### src/rtl/elevator_pkg.sv
// Shared state encoding and sizing helpers for the elevator call scheduler.
package elevator_pkg;

  localparam int DEFAULT_NUM_FLOORS = 4;

  typedef enum logic [1:0] {
    ST_IDLE      = 2'd0,
    ST_MOVE_UP   = 2'd1,
    ST_MOVE_DOWN = 2'd2,
    ST_DOOR_OPEN = 2'd3
  } state_t;

  // Counter only needs to hold DOOR_CYCLES-1; never narrower than one bit.
  function automatic int DOOR_CNT_W(input int door_cycles);
    return (door_cycles <= 2) ? 1 : $clog2(door_cycles);
  endfunction

endpackage

### src/rtl/elevator_req_scan.sv
// Combinational request scan: is anything pending above, below or at a given floor.
module elevator_req_scan
  import elevator_pkg::*;
#(
  parameter  int NUM_FLOORS = DEFAULT_NUM_FLOORS,
  localparam int FLOOR_W    = $clog2(NUM_FLOORS)
) (
  input  logic [NUM_FLOORS-1:0] pending,
  input  logic [FLOOR_W-1:0]    floor,
  output logic                  above,
  output logic                  below,
  output logic                  hit
);

  logic [NUM_FLOORS-1:0] above_bits;
  logic [NUM_FLOORS-1:0] below_bits;
  logic [NUM_FLOORS-1:0] hit_bits;

  for (genvar gi = 0; gi < NUM_FLOORS; gi++) begin : g_floor
    assign above_bits[gi] = pending[gi] && (FLOOR_W'(gi) > floor);
    assign below_bits[gi] = pending[gi] && (FLOOR_W'(gi) < floor);
    assign hit_bits[gi]   = pending[gi] && (FLOOR_W'(gi) == floor);
  end

  assign above = |above_bits;
  assign below = |below_bits;
  assign hit   = |hit_bits;

endmodule

### src/rtl/elevator_call_scheduler.sv
// Single-car SCAN scheduler: latches calls, drives the motor between floors and
// times the door dwell with hold/re-call extension.
module elevator_call_scheduler
  import elevator_pkg::*;
#(
  parameter  int NUM_FLOORS  = DEFAULT_NUM_FLOORS,
  parameter  int DOOR_CYCLES = 8,
  localparam int FLOOR_W     = $clog2(NUM_FLOORS)
) (
  input  logic                  clk,
  input  logic                  reset_n,
  input  logic [NUM_FLOORS-1:0] call_req,
  input  logic                  floor_arrive,
  input  logic                  hold,
  output logic                  motor_up,
  output logic                  motor_down,
  output logic                  door_open,
  output logic [FLOOR_W-1:0]    cur_floor,
  output logic                  dir_up,
  output logic [NUM_FLOORS-1:0] pending
);

  localparam int                 CNT_W     = DOOR_CNT_W(DOOR_CYCLES);
  localparam logic [CNT_W-1:0]   CNT_LOAD  = CNT_W'(DOOR_CYCLES - 1);
  localparam logic [FLOOR_W-1:0] TOP_FLOOR = FLOOR_W'(NUM_FLOORS - 1);

  state_t                state;
  logic [CNT_W-1:0]      door_cnt;
  logic [NUM_FLOORS-1:0] pend_now;
  logic [NUM_FLOORS-1:0] clear_mask;
  logic [FLOOR_W-1:0]    next_floor;
  logic                  above_cur, below_cur, hit_cur;
  logic                  above_next, below_next, hit_next;
  logic                  hit_here, arrive_up, arrive_down;

  // A call arriving this cycle counts immediately for stop decisions, so a
  // same-cycle call at the arrival floor is served rather than left behind.
  assign pend_now    = pending | call_req;
  assign hit_here    = hit_cur | call_req[cur_floor];
  assign arrive_up   = (state == ST_MOVE_UP) && floor_arrive && (cur_floor != TOP_FLOOR);
  assign arrive_down = (state == ST_MOVE_DOWN) && floor_arrive && (cur_floor != '0);

  always_comb begin
    next_floor = cur_floor;
    if (arrive_up)
      next_floor = cur_floor + 1'b1;
    else if (arrive_down)
      next_floor = cur_floor - 1'b1;
  end

  always_comb begin
    clear_mask = '0;
    if ((state == ST_IDLE && hit_here) || state == ST_DOOR_OPEN)
      clear_mask[cur_floor] = 1'b1;
    else if ((arrive_up || arrive_down) && hit_next)
      clear_mask[next_floor] = 1'b1;
  end

  elevator_req_scan #(.NUM_FLOORS(NUM_FLOORS)) u_scan_cur (
    .pending (pending),
    .floor   (cur_floor),
    .above   (above_cur),
    .below   (below_cur),
    .hit     (hit_cur)
  );

  elevator_req_scan #(.NUM_FLOORS(NUM_FLOORS)) u_scan_next (
    .pending (pend_now),
    .floor   (next_floor),
    .above   (above_next),
    .below   (below_next),
    .hit     (hit_next)
  );

  always_ff @(posedge clk) begin
    if (!reset_n) begin
      state      <= ST_IDLE;
      cur_floor  <= '0;
      dir_up     <= 1'b1;
      pending    <= '0;
      door_cnt   <= '0;
      motor_up   <= 1'b0;
      motor_down <= 1'b0;
      door_open  <= 1'b0;
    end else begin
      pending <= pend_now & ~clear_mask;
      case (state)
        ST_IDLE: begin
          if (hit_here) begin
            state     <= ST_DOOR_OPEN;
            door_open <= 1'b1;
            door_cnt  <= CNT_LOAD;
          end else if (dir_up && above_cur) begin
            state    <= ST_MOVE_UP;
            motor_up <= 1'b1;
          end else if (below_cur) begin
            state      <= ST_MOVE_DOWN;
            motor_down <= 1'b1;
            dir_up     <= 1'b0;
          end else if (above_cur) begin
            state    <= ST_MOVE_UP;
            motor_up <= 1'b1;
            dir_up   <= 1'b1;
          end
        end
        ST_MOVE_UP: begin
          if (cur_floor == TOP_FLOOR) begin
            state    <= ST_IDLE;
            motor_up <= 1'b0;
          end else if (floor_arrive) begin
            cur_floor <= next_floor;
            if (hit_next) begin
              state     <= ST_DOOR_OPEN;
              motor_up  <= 1'b0;
              door_open <= 1'b1;
              door_cnt  <= CNT_LOAD;
            end else if (!above_next) begin
              state    <= ST_IDLE;
              motor_up <= 1'b0;
            end
          end
        end
        ST_MOVE_DOWN: begin
          if (cur_floor == '0) begin
            state      <= ST_IDLE;
            motor_down <= 1'b0;
          end else if (floor_arrive) begin
            cur_floor <= next_floor;
            if (hit_next) begin
              state      <= ST_DOOR_OPEN;
              motor_down <= 1'b0;
              door_open  <= 1'b1;
              door_cnt   <= CNT_LOAD;
            end else if (!below_next) begin
              state      <= ST_IDLE;
              motor_down <= 1'b0;
            end
          end
        end
        ST_DOOR_OPEN: begin
          if (hold || call_req[cur_floor]) begin
            door_cnt <= CNT_LOAD;
          end else if (door_cnt == '0) begin
            state     <= ST_IDLE;
            door_open <= 1'b0;
          end else begin
            door_cnt <= door_cnt - 1'b1;
          end
        end
        default: begin
          state      <= ST_IDLE;
          motor_up   <= 1'b0;
          motor_down <= 1'b0;
          door_open  <= 1'b0;
        end
      endcase
    end
  end

endmodule

### config.mk
export PLATFORM = sky130hd
export DESIGN_NAME = elevator_call_scheduler
export DESIGN_NICKNAME = d
export VERILOG_FILES = /design/src/rtl/elevator_pkg.sv /design/src/rtl/elevator_req_scan.sv /design/src/rtl/elevator_call_scheduler.sv
export SDC_FILE = /design/constraint.sdc
export NUM_CORES = 1
export LEC_CHECK = 0
export CELL_PAD_IN_SITES_DETAIL_PLACEMENT = 0
export CELL_PAD_IN_SITES_GLOBAL_PLACEMENT = 1
export CORE_ASPECT_RATIO = 0.9
export CORE_UTILIZATION = 30
export DETAILED_ROUTE_END_ITERATION = 12
export PLACE_DENSITY_LB_ADDON = 0.08
export SYNTH_ARGS = -nofsm -noshare
export SYNTH_HDL_FRONTEND = slang
export SYNTH_SLANG_ARGS = --single-unit
### constraint.sdc
create_clock -name clk -period 3.3 [get_ports clk]
set_input_delay 0.99 -clock clk [delete_from_list [all_inputs] [get_ports clk]]
set_output_delay 0.99 -clock clk [all_outputs]
set_load 0.02 [all_outputs]
==> results of run 1 <==
-- stage by stage --
stage,util (%),hold slack (ps)
after floorplan,-,456
final,42.2,485
after CTS,41.7,492
after detailed placement,40.7,482
after global placement,40.7,470
after global routing,42.2,509
-- cell type report --
cell class	instances	area (um^2)
clock buffers	4	45.0
well taps	62	77.6
flip-flops and latches	15	300
multi-input cells	142	1040
inverters	12	45.0
fillers	462	2580
repair buffers	44	373
-- state kept, by name, indices dropped and copies added (netlist names) --
register / count
pending: 4
door_cnt: 3
cur_floor: 2
state: 2
dir_up: 1
door_open: 1
motor_down: 1
motor_up: 1
-- placed cells by master (no fill, tap or decap), types with 3 or more instances in the layout --
cell             Yosys  final
a2111oi_2            1      3
nor3_1               6      5
a22oi_1              4      4
inv_1               10     10
dfxtp_1             15     15
ha_1                13     13
clkbuf_8             0      3
a21o_1               3      3
nand3b_1             3      3
a21oi_1             14     14
o21ai_0             13     12
a211oi_1             3      3
nor2_1              19     19
clkdlybuf4s50_1      0     17
nand3_1              5      5
buf_4                1     27
or3_1                3      3
a221oi_1             6      6
nor2b_1              3      3
xnor2_1              3      3
nand2_1              7      7
-- tightest hold or removal path, delay by kind of cell (launching register included) --
kind | cells | cell delay, ps
flops | 1 | 300
buf+inv | 1 | 60
compound gates | 1 | 70
-- metal layers --
layer / wire length [um] / part of all wire [%] / global-route usage, % / vias up
met1: 2160 / 47 / 26.6 / 689
met2: 2080 / 45 / 32.5 / 55
met4: 10 / 0.22 / 2.16 / 0
met3: 314 / 6.9 / 4.69 / 2
li1: - / - / - / 745
met5: 0 / 0 / 0 / -
-- worst max path at each step --
| stage | start | endpoint | slack, ps | depth (start not counted) |
|---|---|---|---|---|
| after floorplan | cur_floor[0] | pending[1] | 250 | 12 |
| after global placement | floor_arrive | pending[0] | -120 | 9 |
| after detailed placement | floor_arrive | pending[1] | -200 | 9 |
| after CTS | floor_arrive | pending[1] | 40 | 9 |
| after global routing | floor_arrive | state[0] | 20 | 11 |
| final | floor_arrive | state[1] | 130 | 11 |
-- power by group through the flow --
stage / clock, mW / combinational (mW) / sequential (mW)
after floorplan: 0 / 0.494 / 0.291
after global placement: 0 / 0.807 / 0.276
after detailed placement: 0 / 0.813 / 0.278
after CTS: 0.161 / 0.819 / 0.274
after global routing: 0.167 / 0.909 / 0.282
final: 0.159 / 0.839 / 0.275
-- cells by family (layout without fill, tap and decap cells) --
family | Yosys count | count (layout) | share of synthesized area [%]
compound gates | 62 | 62 | 32.3
simple gates | 62 | 62 | 25.2
buf+inv | 16 | 60 | 4.87
flops | 15 | 15 | 21.6
fa+ha+maj | 13 | 13 | 11.7
xor+xnor | 3 | 3 | 1.89
mux | 2 | 2 | 2.43
==> flow_metrics.tcl, run 1 <==
set metrics [dict create \
    status "complete, no violations" \
    cts_buffers 3 \
    ys.flop_type "dfxtp_1" \
    syn-num-nets 194 \
    synthArstFlopShare_pct 0 \
    power.leakage_nw 0.740 \
    layout_setup_ws_ps 131 \
    hp-class "flip-flop to flip-flop" \
    clk_latency_ps 250 \
    diodes 0 \
    rr_endpoint "state[1]" \
    syn_area_per_cell_um2 8.02 \
    period_needed_ps 3170 \
    cts_tree "yes" \
    crit_slowest_cell "clkdlybuf4s50_1" \
    p_comb_share_pct 65.9 \
    initial_core_util_pct 31.1 \
    ys_types 51 \
    syn_inst 173 \
    syn2layout_area_growth_pct 35.6 \
    critPathMaxFanout 4 \
    skew_ps 1.10 \
    dp.cells 275 \
    synth_edf_count 0 \
    ctsHoldBuffers 0 \
    tns_ps 0 \
    grt_pass1_wl_um 7250 \
    slowest_delay_ps 550 \
    rrSetupSlack_ps 330 \
    criticalPathCategory "input port to flip-flop" \
    p_total_mw 1.27 \
    slew_viol_final 0 \
    power_frac_seq_pct 21.6 \
    whs_path_depth 2 \
    setup_violations 0 \
    nets 239 \
    h-tree-depth 1 \
    cts_sinks 15 \
    synth_area_um2 1390 \
    row_count 23 \
    internal-power_mw 0.693 \
    path_delay_family "compound AO/OA/AOI/OAI gates" \
    synth.top_cell.area_share_pct 21.6 \
    hold_start "door_cnt[1]" \
    placed_cell_area_um2 1820 \
    relSlewSlack_pct 58.2 \
    final_cell_count_no_fill 279 \
    worstRegToRegCells 10 \
    die_x_um 73.7 \
    drc 0 \
    cp_cell_sequence "clkdlybuf4s50_1 > buf_4 > inv_1 > a21oi_1 > buf_4 > xnor2_1 > a22oi_1 > o21ai_0 > a21oi_1 > o211ai_1 > o211a_1" \
    yosysMostFrequentCell "nor2_1" \
    final_hold_viol_count 0 \
    clkPwrFrac_pct 12.5 \
    worstPathRequired_ps 3450 \
    irDropWorstVdd_mv 0.265 \
    worst_slew_pin_slew_ps 628 \
    avgViaCountPerCell 5.34 \
    crit_path_start_kind "input port" \
    ant_nets 0 \
    grt_overflow_total 0 \
    gp_congestion 0.850 \
    drt_iter0_drc 95 \
    finalCritPeriodShare_pct 96.0 \
    max_freq_mhz 316 \
    end_kind "flip-flop" \
    dieArea_um2 4900 \
    netlist_top_cells_count "nor2_1, dfxtp_1, a21oi_1, ha_1, o21ai_0" \
    portBuffers 17 \
    track_usage_pct 19.7 \
    ios 18 \
    switching_share_pct 45.5 \
    place_ws_ps -200 \
    p_sw_mw 0.579 \
    chipHeight_um 66.5 \
    grt_max_degree 11 \
    post_drt_wl_per_cell_um 16.4 \
    holdPathEnd "door_cnt[1]" \
    firstDrtPassIters 4 \
    drv_cap 0 \
    power_density_nw_per_um2 676 \
    core_um2 4460 \
    routed_wl_um 4570 \
    design_area_um2 1880 \
    antenna_found_initial 0 \
    synth_seq_cells 15 \
    drive_above_1_share_pct 21.2 \
    synth_area_leaders "dfxtp_1, ha_1, nor2_1, a21oi_1, o21ai_0" \
    rr_startpoint "cur_floor[0]" \
    detailed_place_hpwl_um 3490 \
    postCtsSetupBuffers 0 \
    seq_area_frac_synth_pct 21.6 \
    cts.path.max_buffers 2 \
    vias 1491 \
    crit_buf_inv 4 \
    path_clk_slew_ps 70 \
    root_buffer "clkbuf_8" \
    rsz0062_at_grt "no" \
    yosys_warnings 0 \
    grt_pass1_vias 1409 \
    cts_resized 0 \
    synth_top_area_cell "dfxtp_1" \
    arrival_ps 3320 \
]
Note: power is estimated with default switching activity, not from simulation.
==> run 2, diff against run 1 <==
--- a/config.mk
+++ b/config.mk
@@ -11,6 +11,8 @@
 export CORE_UTILIZATION = 30
 export DETAILED_ROUTE_END_ITERATION = 12
 export PLACE_DENSITY_LB_ADDON = 0.08
+export SETUP_SLACK_MARGIN = 0.02
+export SKIP_CTS_REPAIR_TIMING = 1
 export SYNTH_ARGS = -nofsm -noshare
 export SYNTH_HDL_FRONTEND = slang
 export SYNTH_SLANG_ARGS = --single-unit
==> results of run 2 <==
Final layout, timing and power as in run 1 (identical DEF).
